==> src/rtl/crc_pkg.sv <==
// -----------------------------------------------------------------------------
// crc_pkg
// Shared definitions for the serial CRC engine.
//   crc_state_t      : FSM state encoding (IDLE=0, SHIFT=1, DONE=2)
//   CRC_DEFAULT_POLY : default generator polynomial x^3 + 1 (4'b1001)
// -----------------------------------------------------------------------------
package crc_pkg;

  typedef enum logic [1:0] {
    ST_IDLE  = 2'd0,
    ST_SHIFT = 2'd1,
    ST_DONE  = 2'd2
  } crc_state_t;

  localparam logic [3:0] CRC_DEFAULT_POLY = 4'b1001;

endpackage : crc_pkg

==> src/rtl/crc_step.sv <==
// -----------------------------------------------------------------------------
// crc_step
// Combinational one-bit CRC remainder update (polynomial long division step).
//   rem      [CRC_W-1:0] in  : current remainder
//   bit_in              in  : next message / appended bit
//   poly_low [CRC_W-1:0] in : generator polynomial without its x^CRC_W term
//   rem_next [CRC_W-1:0] out: updated remainder
// -----------------------------------------------------------------------------
module crc_step #(
  parameter int CRC_W = 3
) (
  input  logic [CRC_W-1:0] rem,
  input  logic             bit_in,
  input  logic [CRC_W-1:0] poly_low,
  output logic [CRC_W-1:0] rem_next
);

  logic             fb;
  logic [CRC_W-1:0] shifted;

  // The bit leaving the top of the remainder decides whether the
  // polynomial is subtracted (XORed) this step.
  assign fb      = rem[CRC_W-1];
  assign shifted = {rem[CRC_W-2:0], bit_in};

  for (genvar gi = 0; gi < CRC_W; gi++) begin : g_bit
    assign rem_next[gi] = shifted[gi] ^ (fb & poly_low[gi]);
  end

endmodule : crc_step

==> src/rtl/crc_serial_engine.sv <==
// -----------------------------------------------------------------------------
// crc_serial_engine
// Bit-serial CRC engine: shifts DATA_W message bits MSB-first followed by
// CRC_W appended bits through a one-bit-per-cycle division step.
//
// Optional build macro: CRC_SERIAL_ENGINE_CHECK_EN
//   When defined, the appended bits come from crc_in (check mode) and crc_ok
//   reports whether the final remainder is zero. Otherwise zeroes are
//   appended (generate mode) and crc_in/crc_ok do not exist.
//
// Ports
//   clk      in  1        rising-edge clock
//   rst      in  1        synchronous active-high reset
//   start    in  1        request a new computation (IDLE or DONE only)
//   poly     in  CRC_W+1  generator polynomial, MSB = x^CRC_W term (unused)
//   data_in  in  DATA_W   message, MSB first
//   crc_in   in  CRC_W    received CRC (check build only)
//   crc_ok   out 1        final remainder is zero (check build only)
//   busy     out 1        high while shifting
//   done     out 1        one-cycle completion pulse
//   crc_out  out CRC_W    final remainder, held until the next completion
// -----------------------------------------------------------------------------
module crc_serial_engine
  import crc_pkg::*;
#(
  parameter int DATA_W = 4,
  parameter int CRC_W  = 3
) (
  input  logic              clk,
  input  logic              rst,
  input  logic              start,
  input  logic [CRC_W:0]    poly,
  input  logic [DATA_W-1:0] data_in,
`ifdef CRC_SERIAL_ENGINE_CHECK_EN
  input  logic [CRC_W-1:0]  crc_in,
  output logic              crc_ok,
`endif
  output logic              busy,
  output logic              done,
  output logic [CRC_W-1:0]  crc_out
);

  localparam int TOT_W = DATA_W + CRC_W;
  localparam int CNT_W = $clog2(TOT_W + 1);
  localparam logic [CNT_W-1:0] LAST_CNT = CNT_W'(TOT_W - 1);

  crc_state_t       state_reg, state_next;
  logic [CNT_W-1:0] cnt_reg;
  logic [CRC_W-1:0] rem_reg;
  logic [CRC_W-1:0] rem_step;
  logic [CRC_W-1:0] poly_reg;
  logic [TOT_W-1:0] shift_reg;
  logic [CRC_W-1:0] crc_out_reg;
  logic [CRC_W-1:0] append_bits;
  logic             accept;
  logic             last_bit;

  // The x^CRC_W coefficient is implied by the division and never examined.
  logic unused_poly_msb;
  assign unused_poly_msb = poly[CRC_W];

`ifdef CRC_SERIAL_ENGINE_CHECK_EN
  logic crc_ok_reg;
  assign append_bits = crc_in;
  assign crc_ok      = crc_ok_reg;
`else
  assign append_bits = '0;
`endif

  assign accept   = start && ((state_reg == ST_IDLE) || (state_reg == ST_DONE));
  assign last_bit = (cnt_reg == LAST_CNT);

  crc_step #(
    .CRC_W(CRC_W)
  ) u_step (
    .rem      (rem_reg),
    .bit_in   (shift_reg[TOT_W-1]),
    .poly_low (poly_reg),
    .rem_next (rem_step)
  );

  // State register
  always_ff @(posedge clk) begin
    if (rst) begin
      state_reg <= ST_IDLE;
    end else begin
      state_reg <= state_next;
    end
  end

  // Next-state logic
  always_comb begin
    state_next = state_reg;
    case (state_reg)
      ST_IDLE:  if (accept) state_next = ST_SHIFT;
      ST_SHIFT: if (last_bit) state_next = ST_DONE;
      ST_DONE:  state_next = accept ? ST_SHIFT : ST_IDLE;
      default:  state_next = ST_IDLE;
    endcase
  end

  // Datapath. The message and appended bits are packed into one shift
  // register at acceptance so the step always consumes its MSB.
  always_ff @(posedge clk) begin
    if (rst) begin
      cnt_reg     <= '0;
      rem_reg     <= '0;
      poly_reg    <= '0;
      shift_reg   <= '0;
      crc_out_reg <= '0;
`ifdef CRC_SERIAL_ENGINE_CHECK_EN
      crc_ok_reg  <= 1'b0;
`endif
    end else if (accept) begin
      poly_reg  <= poly[CRC_W-1:0];
      shift_reg <= {data_in, append_bits};
      rem_reg   <= '0;
      cnt_reg   <= '0;
    end else if (state_reg == ST_SHIFT) begin
      rem_reg   <= rem_step;
      shift_reg <= {shift_reg[TOT_W-2:0], 1'b0};
      cnt_reg   <= cnt_reg + 1'b1;
      // The result register is written on the edge entering DONE so that
      // crc_out (and crc_ok) are already valid while done is high.
      if (last_bit) begin
        crc_out_reg <= rem_step;
`ifdef CRC_SERIAL_ENGINE_CHECK_EN
        crc_ok_reg  <= (rem_step == '0);
`endif
      end
    end
  end

  assign busy    = (state_reg == ST_SHIFT);
  assign done    = (state_reg == ST_DONE);
  assign crc_out = crc_out_reg;

endmodule : crc_serial_engine
==> config.mk <==
export PLATFORM = sky130hd
export DESIGN_NAME = crc_serial_engine
export DESIGN_NICKNAME = d
export VERILOG_FILES = /design/src/rtl/crc_pkg.sv /design/src/rtl/crc_step.sv /design/src/rtl/crc_serial_engine.sv
export SDC_FILE = /design/constraint.sdc
export NUM_CORES = 1
export LEC_CHECK = 0
export BUFFER_PORTS_ARGS = -buffer_cell sky130_fd_sc_hd__buf_2
export CORE_UTILIZATION = 56
export DETAILED_ROUTE_END_ITERATION = 16
export GPL_TIMING_DRIVEN = 0
export HOLD_SLACK_MARGIN = 0.06
export PLACE_DENSITY = 0.87
export RECOVER_POWER = 100
export SLEW_MARGIN = 20
export SYNTH_ARGS = -nofsm -noshare
export SYNTH_HDL_FRONTEND = slang
export SYNTH_SLANG_ARGS = --single-unit
==> constraint.sdc <==
create_clock -name clk -period 2.1 [get_ports clk]
set_input_delay 0.315 -clock clk [delete_from_list [all_inputs] [get_ports clk]]
set_output_delay 0.315 -clock clk [all_outputs]
set_load 0.02 [all_outputs]
==> run_results.csv, run 1 <==
group,metric,value,unit
outcome,status,"finished, final reports clean",
logic_synthesis,synth_cells,87,
logic_synthesis,synth-main-ff-cell,"dfxtp_1",
timing,slew_violations,0,
clocking,tritoncts,"done",
cells_and_area,largest_reg_flops,4,
logic_synthesis,yosysUniqueCellTypes,28,
timing,fin_crit_sh,82.95,%
die,rows,13,
global_routing,grt-ovfl-total,0,
drt,postRouteAntennaNets,0,
drt,vias,646,
die,die_h,40.63,µm
worst_setup_path,critPathKind,"register to output pin",
timing,worst_slack,0.3580,ns
logic_synthesis,syn_avg_cell_area,9.607,µm²
cells_and_area,drive_gt1_share,20.19,%
clocking,clockBufferDepth,2,
timing,timing.final.crit_period,1.742,ns
worst_setup_path,crit_arrival,1.43,ns
global_routing,grt_max_degree,11,
placement,portBuffers,14,
worst_setup_path,critPathMaxFanout,10,
worst_setup_path,start_kind,"register",
clocking,post-cts-setup-buffers,0,
timing,worst_pin_slew,0.5133,ns
die,die-area,1651,µm²
die,start_util,61.91,%
global_routing,grt_pass1_vias,555,
worst_setup_path,endpoint_kind,"output pin",
placement,place.gp.congestion,0.6903,
cells_and_area,nFillCells,121,
clocking,cts_resized,0,
drt,dr.first_iter.drc_count,11,
die,pin_count,16,
global_routing,grt_use_total,20.14,%
clocking,cts_sinks,18,
cells_and_area,fin_nets,119,
pwr,power_density,695.3,nW/µm²
drt,first_pass_iters,4,
placement,dp_hpwl,1.065,mm
drt,totalWireLength,1.408,mm
clocking,clkLatencyLatePin,0.28,ns
timing,hold_violations,0,
logic_synthesis,ys_seq_area_share,43.11,%
pwr,p_leak,0.3431,nW
timing,skew,0.002041,ns
timing,timing.fmax,574.1,MHz
worst_setup_path,cp.required,1.78,ns
clocking,htree_num_levels,1,
global_routing,grt_antenna_before_repair,0,
drt,drc,0,
logic_synthesis,synth_edf_count,0,
flow_run,maxCapViolCount,0,
cells_and_area,mostFrequentLayoutCells,"dfxtp_1 (18), nand2_1 (12), buf_2 (10), clkbuf_1 (7), nor2_1 (7)",
timing,tns,0,ns
timing,finalSetupViolCount,0,
logic_synthesis,netlist_area,835.8,µm²
clocking,clk_pin_slew,0.09,ns
drt,viasPerCell,5.429,
clocking,numCtsBuffers,3,
hold_path,hold_class,"input pin to register",
cells_and_area,area_growth,6.886,%
die,die_w,40.63,µm
timing,slew_headroom,65.78,%
global_routing,grt_pass1_wl,2.194,mm
cells_and_area,n_antenna_cell,0,
logic_synthesis,synthArstFlopShare,0,%
timing,grt_setup_unrepaired,"no",
logic_synthesis,ys_ff_latch,18,
cells_and_area,post-route-util,66.17,%
placement,dpl_worst_slack,0.8229,ns
logic_synthesis,syn-num-nets,100,
pwr,power,0.6211,mW
clocking,cts_hold_buf,0,
logic_synthesis,yosysWarnings,0,
die,coreArea,1350,µm²
drt,wl_per_cell,11.83,µm
cells_and_area,final_common_cell,"dfxtp_1",
clocking,clockRootBuffer,"clkbuf_4",
pwr,peakVddDrop,0.3984,mV
[area by class of cell]
type	count	area [µm²]	share of cell area [%]
plain buffers	5	36.28	4.062
clock buffers	3	22.52	2.521
inverters	2	10.01	1.120
multi-input cells	62	381.6	42.72
flip-flops and latches	18	360.3	40.34
well taps	15	18.77	2.101
repair buffers	14	63.81	7.143
[cell families after synthesis]
logic type / share of synthesized area [%]
and+or+nand+nor: 24.40
DFF: 43.11
AOI/OAI and AO/OA: 15.72
buffers and inverters: 7.334
xor gates and xnor gates: 5.239
adders and majority gates: 2.994
muxes: 1.198
[routing by layer]
metal	vias to the layer above	share of wire, %	track usage, %
li1	331	-	-
met1	288	46	23.08
met2	22	49	37.70
met3	5	4.0	3.261
met4	0	1.1	5.833
met5	-	0	0
[metrics by stage]
stage / cells / hold WS [ns] / instance area, µm²
6_report: 119 / 0.2246 / 893.4
5_1_grt: 119 / 0.2424 / 893.4
4_1_cts: 119 / 0.2287 / 947.2
3_5_place_dp: 116 / 0.4466 / 924.6
3_3_place_gp: 116 / 0.4442 / 924.6
2_1_floorplan: 87 / 0.3871 / 835.8
[critical path: stages (launching register included)]
cell and delay (ns):
dfxtp_1 0.43, nand2b_1 0.21, inv_4 0.13, buf_12 0.13, clkbuf_1 0.23
[synthesized netlist by cell type, types with 2 or more instances]
| cell | instances | area, µm² |
|---|---|---|
| nand2_1 | 12 | 45.04 |
| a211oi_2 | 6 | 75.07 |
| dfxtp_1 | 18 | 360.4 |
| buf_6 | 2 | 22.52 |
| o22ai_1 | 2 | 12.51 |
| ha_1 | 2 | 25.02 |
| xor2_1 | 4 | 35.03 |
| nor2b_1 | 3 | 18.77 |
| o21ai_0 | 2 | 10.01 |
| nor2_1 | 6 | 22.52 |
| nor3_1 | 6 | 30.03 |
| a21oi_1 | 5 | 25.02 |
| nor2_2 | 4 | 25.02 |
[path summary, 6_finish.rpt]
| kind | start | endpoint | slack, ns | depth (start not counted) |
|---|---|---|---|---|
| min | rst | shift_reg[4] | 0.22 | 2 |
| max | state_reg[0] | busy | 0.36 | 4 |
| min reg2reg | poly_reg[0] | poly_reg[0] | 0.46 | 2 |
| max reg2reg | state_reg[0] | rem_reg[0] | 0.68 | 4 |
[report_power, final]
group	internal [mW]	switching, mW
sequential	0.358	0.0133
clock	0.0666	0.0979
combinational	0.0385	0.0467
total	0.463	0.158
Power figures use the tool's default switching activity.
==> inputs of run 2 (changes only) <==
--- a/config.mk
+++ b/config.mk
@@ -5,12 +5,13 @@
 export SDC_FILE = /design/constraint.sdc
 export NUM_CORES = 1
 export LEC_CHECK = 0
+export ABC_AREA = 1
 export BUFFER_PORTS_ARGS = -buffer_cell sky130_fd_sc_hd__buf_2
-export CORE_UTILIZATION = 56
+export CORE_UTILIZATION = 51
 export DETAILED_ROUTE_END_ITERATION = 16
 export GPL_TIMING_DRIVEN = 0
 export HOLD_SLACK_MARGIN = 0.06
-export PLACE_DENSITY = 0.87
+export PLACE_DENSITY = 0.81
 export RECOVER_POWER = 100
 export SLEW_MARGIN = 20
 export SYNTH_ARGS = -nofsm -noshare
==> constraint.sdc (replaced) <==
create_clock -name clk -period 1.72 [get_ports clk]
set_input_delay 0.258 -clock clk [delete_from_list [all_inputs] [get_ports clk]]
set_output_delay 0.258 -clock clk [all_outputs]
set_load 0.02 [all_outputs]
==> run_results.csv, run 2 <==
group,metric,value,unit
drt,viasPerCell,4.799,
global_routing,grt_max_degree,11,
timing,worst_pin_slew,0.3325,ns
cells_and_area,mostFrequentLayoutCells,"nor2_1 (28), dfxtp_1 (18), nand2_1 (15), inv_1 (14), o21ai_0 (14)",
worst_setup_path,start_kind,"register",
worst_setup_path,slowest_delay,0.35,ns
flow_run,maxCapViolCount,0,
logic_synthesis,synth_top_area_share,46.45,%
worst_setup_path,critPathTopFamily,"buffers and inverters",
placement,post-place-cells,136,
drt,dr.first_iter.drc_count,10,
logic_synthesis,synth_top_cell_by_area,"dfxtp_1",
placement,dp_hpwl,1.095,mm
logic_synthesis,syn_avg_cell_area,7.250,µm²
pwr,peakVddDrop,0.4664,mV
drt,drc,0,
timing,finalSetupViolCount,0,
logic_synthesis,netlist_area,775.7,µm²
cells_and_area,largest_reg_flops,4,
logic_synthesis,synth_fa_ha_area_share,3.226,%
timing,timing.final.crit_period,1.447,ns
worst_setup_path,crit_chain,"nand2_1 > clkinv_1 > clkbuf_1",
worst_setup_path,cpMaxStageDelayCell,"dfxtp_1",
placement,place.gp.congestion,0.8108,
timing,fin_crit_sh,84.13,%
timing,slew_headroom,77.75,%
logic_synthesis,yosysUniqueCellTypes,17,
drt,postRouteAntennaNets,0,
logic_synthesis,synth_simple_gate_area_share,27.74,%
drt,vias,667,
drt,totalWireLength,1.413,mm
cells_and_area,final_common_cell,"nor2_1",
global_routing,grt_pass1_wl,2.435,mm
outcome,status,"finished, final reports clean",
cells_and_area,fin_nets,139,
logic_synthesis,synthMostInstantiatedCell,"nor2_1",
logic_synthesis,synth_edf_count,0,
cells_and_area,drive_gt1_share,10.48,%
logic_synthesis,synthXorXnorAreaFrac,2.258,%
global_routing,grt_pass1_vias,579,
logic_synthesis,synth_cells,107,
logic_synthesis,synth_top_family_by_area,"simple AND/OR/NAND/NOR gates",
logic_synthesis,synthArstFlopShare,0,%
logic_synthesis,muxShareOfSynthArea,0,%
logic_synthesis,ys_seq_area_share,46.45,%
drt,first_pass_iters,4,
clocking,post-cts-setup-buffers,0,
worst_setup_path,critPathBufInv,2,
logic_synthesis,yosys-top-cells-area,"dfxtp_1 (46%), nor2_1 (13%), o21ai_0 (8.4%), nand2_1 (6.8%), inv_1 (6.3%)",
worst_setup_path,cp.required,1.46,ns
logic_synthesis,ys_ff_latch,18,
die,coreArea,1350,µm²
die,die-area,1681,µm²
logic_synthesis,synth-main-ff-cell,"dfxtp_1",
worst_setup_path,endpoint_kind,"output pin",
pwr,power_density,872.4,nW/µm²
clocking,clockRootBuffer,"clkbuf_4",
logic_synthesis,synth_commonest_cells,"nor2_1 (26), dfxtp_1 (18), nand2_1 (14)",
timing,hold_violations,0,
die,die_h,41,µm
worst_setup_path,crit_arrival,1.19,ns
timing,tns,0,ns
worst_setup_path,critPathMaxFanout,9,
placement,portBuffers,14,
hold_path,hold_class,"input pin to register",
global_routing,grt_use_total,22.29,%
cells_and_area,post-route-util,64.32,%
timing,timing.fmax,691.1,MHz
clocking,clk_pin_slew,0.10,ns
die,die_w,41,µm
drt,wl_per_cell,10.17,µm
logic_synthesis,yosysWarnings,0,
worst_setup_path,critPathKind,"register to output pin",
clocking,numCtsBuffers,3,
timing,slew_violations,0,
timing,skew,0.01038,ns
global_routing,grt-ovfl-total,0,
cells_and_area,final_cells,139,
clocking,cts_sinks,18,
clocking,clockBufferDepth,2,
die,start_util,57.46,%
die,pin_count,16,
clocking,htree_num_levels,1,
logic_synthesis,syn-num-nets,120,
global_routing,grt_antenna_before_repair,0,
clocking,cts_hold_buf,0,
cells_and_area,area_growth,11.94,%
timing,grt_setup_unrepaired,"no",
logic_synthesis,synth_compound_area_share,11.61,%
die,rows,13,
cells_and_area,n_antenna_cell,0,
clocking,tritoncts,"done",
clocking,clkLatencyLatePin,0.29,ns
clocking,cts_resized,0,
pwr,p_leak,0.3969,nW
timing,timing.hold.ws,0.1674,ns
run 2: cell types whose count changed after synthesis, moves of 2 or more:
cell      previous run  this run
nor3_1               6         0
inv_1                1        13
nand3_1              0         7
nor2b_1              3         1
xor2_1               4         0
nor2_2               4         1
o21ai_0              2        13
o22ai_1              2         0
nand2_1             12        14
a211oi_2             6         0
nor2_1               6        26
run 2: per-stage QoR:
stage                     area (µm²)  power (mW)  worst slack, ns
after floorplan                775.7      0.5387           0.6605
after global placement         864.6      0.5661           0.5801
after detailed placement       864.6      0.5714           0.5660
after CTS                      887.1      0.7703           0.2679
after global routing           868.3      0.7933           0.1832
final                          868.3      0.7575           0.2729
run 2: cell type report:
class / instances / area (µm²)
tap: 15 / 18.77
sequential: 18 / 360.3
timing repair buffer: 14 / 63.81
clock buffer: 3 / 22.52
buffer: 1 / 11.26
fill: 128 / 481.7
multi-input combinational: 73 / 335.3
inverter: 15 / 56.30
run 2: where the power goes:
group          leakage [nW]  switching [mW]  total (mW)  internal (mW)
clock network        0.0138           0.119       0.200         0.0813
logic                 0.236          0.0620       0.102         0.0396
registers             0.147          0.0153       0.456          0.440
run 2: cell families (layout without fill, tap and decap cells):
logic type	after synthesis	in the layout
xor gates and xnor gates	2	2
DFF	18	18
buffers and inverters	16	33
adders and majority gates	2	2
and+or+nand+nor	51	51
AOI/OAI and AO/OA	18	18
run 2: final timing paths:
check / slack, ns / depth (start not counted) / end / startpoint
worst max register to register: 0.49 / 7 / crc_out[2] / cnt_reg[0]
worst min-delay path: 0.17 / 2 / shift_reg[4] / rst
worst min register to register: 0.47 / 2 / cnt_reg[2] / cnt_reg[2]
worst max-delay path: 0.27 / 3 / busy / state_reg[0]
run 2: metal layers:
| layer | track usage, % | vias up | part of all wire, % |
|---|---|---|---|
| li1 | - | 368 | - |
| met1 | 28.00 | 289 | 50 |
| met2 | 35.55 | 8 | 46 |
| met3 | 3.804 | 2 | 2.9 |
| met4 | 12.50 | 0 | 0.78 |
| met5 | 0 | - | 0 |
==> inputs of run 3 (changes only) <==
==> constraint.sdc (replaced) <==
create_clock -name clk -period 1.35 [get_ports clk]
set_input_delay 0.2025 -clock clk [delete_from_list [all_inputs] [get_ports clk]]
set_output_delay 0.2025 -clock clk [all_outputs]
set_load 0.02 [all_outputs]
==> run_results.csv, run 3 (same netlist as run 2, synthesis figures left out) <==
group,metric,value,unit
timing,timing.hold.ws,0.1106,ns
die,start_util,57.46,%
clocking,clockBufferDepth,2,
drt,viasPerCell,4.885,
die,die_h,41,µm
worst_setup_path,start_kind,"register",
drt,totalWireLength,1.433,mm
pwr,power,0.9721,mW
cells_and_area,post-route-util,65.15,%
cells_and_area,multi_input_area,342.8,µm²
drt,wl_per_cell,10.31,µm
timing,worst_pin_slew,0.3296,ns
die,die-area,1681,µm²
cells_and_area,final_cells,139,
placement,place.gp.congestion,0.8108,
worst_setup_path,crit_chain,"nand2_1 > clkinv_2 > clkbuf_2",
timing,slew_violations,0,
timing,skew,0.007421,ns
cells_and_area,mostFrequentLayoutCells,"nor2_1 (27), dfxtp_1 (17), nand2_1 (15), inv_1 (14), o21ai_0 (14)",
timing,timing.final.crit_period,1.265,ns
placement,dp_hpwl,1.095,mm
timing,hold_violations,0,
global_routing,grt-ovfl-total,0,
timing,slew_headroom,77.94,%
worst_setup_path,crit_arrival,1.06,ns
die,coreArea,1350,µm²
worst_setup_path,cp.required,1.15,ns
global_routing,grt_antenna_before_repair,0,
cells_and_area,seq_area,361.6,µm²
timing,timing.fmax,790.6,MHz
drt,dr.first_iter.drc_count,8,
hold_path,hp-start,"rst",
timing,finalSetupViolCount,0,
clocking,clk_pin_slew,0.10,ns
pwr,p_leak,0.4037,nW
pwr,power_density,1105,nW/µm²
clocking,clockRootBuffer,"clkbuf_4",
worst_setup_path,endpoint_kind,"output pin",
placement,post-place-cells,136,
cells_and_area,largest_reg_flops,4,
timing,worst_slack,0.08512,ns
cells_and_area,drive_gt1_share,13.71,%
clocking,cts_sinks,18,
cells_and_area,fin_nets,139,
cells_and_area,finalInstanceArea,879.6,µm²
outcome,status,"finished, final reports clean",
global_routing,grt_use_total,22.40,%
clocking,tritoncts,"done",
cells_and_area,n_antenna_cell,0,
timing,grt_setup_unrepaired,"no",
timing,tns,0,ns
pwr,peakVddDrop,0.5910,mV
die,pin_count,16,
worst_setup_path,crit_path_start,"state_reg[0]",
worst_setup_path,cpMaxStageDelayCell,"dfxtp_2",
placement,postPlaceCellArea,864.6,µm²
worst_setup_path,critPathKind,"register to output pin",
placement,dpl_worst_slack,0.1960,ns
drt,drc,0,
clocking,numCtsBuffers,3,
worst_setup_path,slowest_delay,0.35,ns
hold_path,hold_class,"input pin to register",
cells_and_area,nFillCells,126,
clocking,cts_hold_buf,0,
worst_setup_path,critPathMaxFanout,9,
placement,portBuffers,14,
worst_setup_path,reg2reg_from,"cnt_reg[0]",
drt,vias,679,
die,rows,13,
die,die_w,41,µm
cells_and_area,final_common_cell,"nor2_1",
timing,fin_crit_sh,93.69,%
global_routing,grt_max_degree,11,
drt,postRouteAntennaNets,0,
cells_and_area,area_growth,13.39,%
clocking,htree_num_levels,1,
global_routing,grt_pass1_vias,585,
clocking,clkLatencyLatePin,0.29,ns
drt,first_pass_iters,2,
flow_run,maxCapViolCount,0,
global_routing,grt_pass1_wl,2.449,mm
## run 3: area by class of cell
| type | instances | share of cell area, % |
|---|---|---|
| Sequential cell | 18 | 41.11 |
| Multi-Input combinational cell | 73 | 38.98 |
| Timing Repair Buffer | 14 | 7.397 |
| Inverter | 15 | 6.543 |
| Clock buffer | 3 | 2.560 |
| Tap cell | 15 | 2.134 |
| Buffer | 1 | 1.280 |
## run 3: routing by layer
metal	part of all wire, %	track usage (%)	routed length, µm
met5	0	0	0
met4	1.6	12.50	23
met3	2.9	3.804	41
met2	46	35.94	663
met1	49	28.00	704
## run 3: power breakdown
part | switching, mW | internal, mW
sequential | 0.0196 | 0.561
combinational | 0.0807 | 0.0514
clock | 0.155 | 0.104
total | 0.256 | 0.717
## run 3: worst max-delay path: cells and delay by family, from the launching register on
| family | cells | cell delay (ns) |
|---|---|---|
| and+or+nand+nor | 1 | 0.12 |
| buffers and inverters | 2 | 0.31 |
| DFF | 1 | 0.35 |
## run 3: worst paths after layout
kind	depth (start not counted)	slack (ns)	endpoint
setup / recovery	3	0.09	busy
hold / removal	2	0.11	shift_reg[4]
setup reg to reg	7	0.19	crc_out[2]
hold reg to reg	2	0.47	cnt_reg[2]
## run 3: what timing repair did
| item | CTS | global route |
|---|---|---|
| buffers inserted | 0 | 0 |
| gates cloned | 0 | 0 |
| endpoints found under the setup margin | 1 | 1 |
| resized for setup | 1 | 1 |
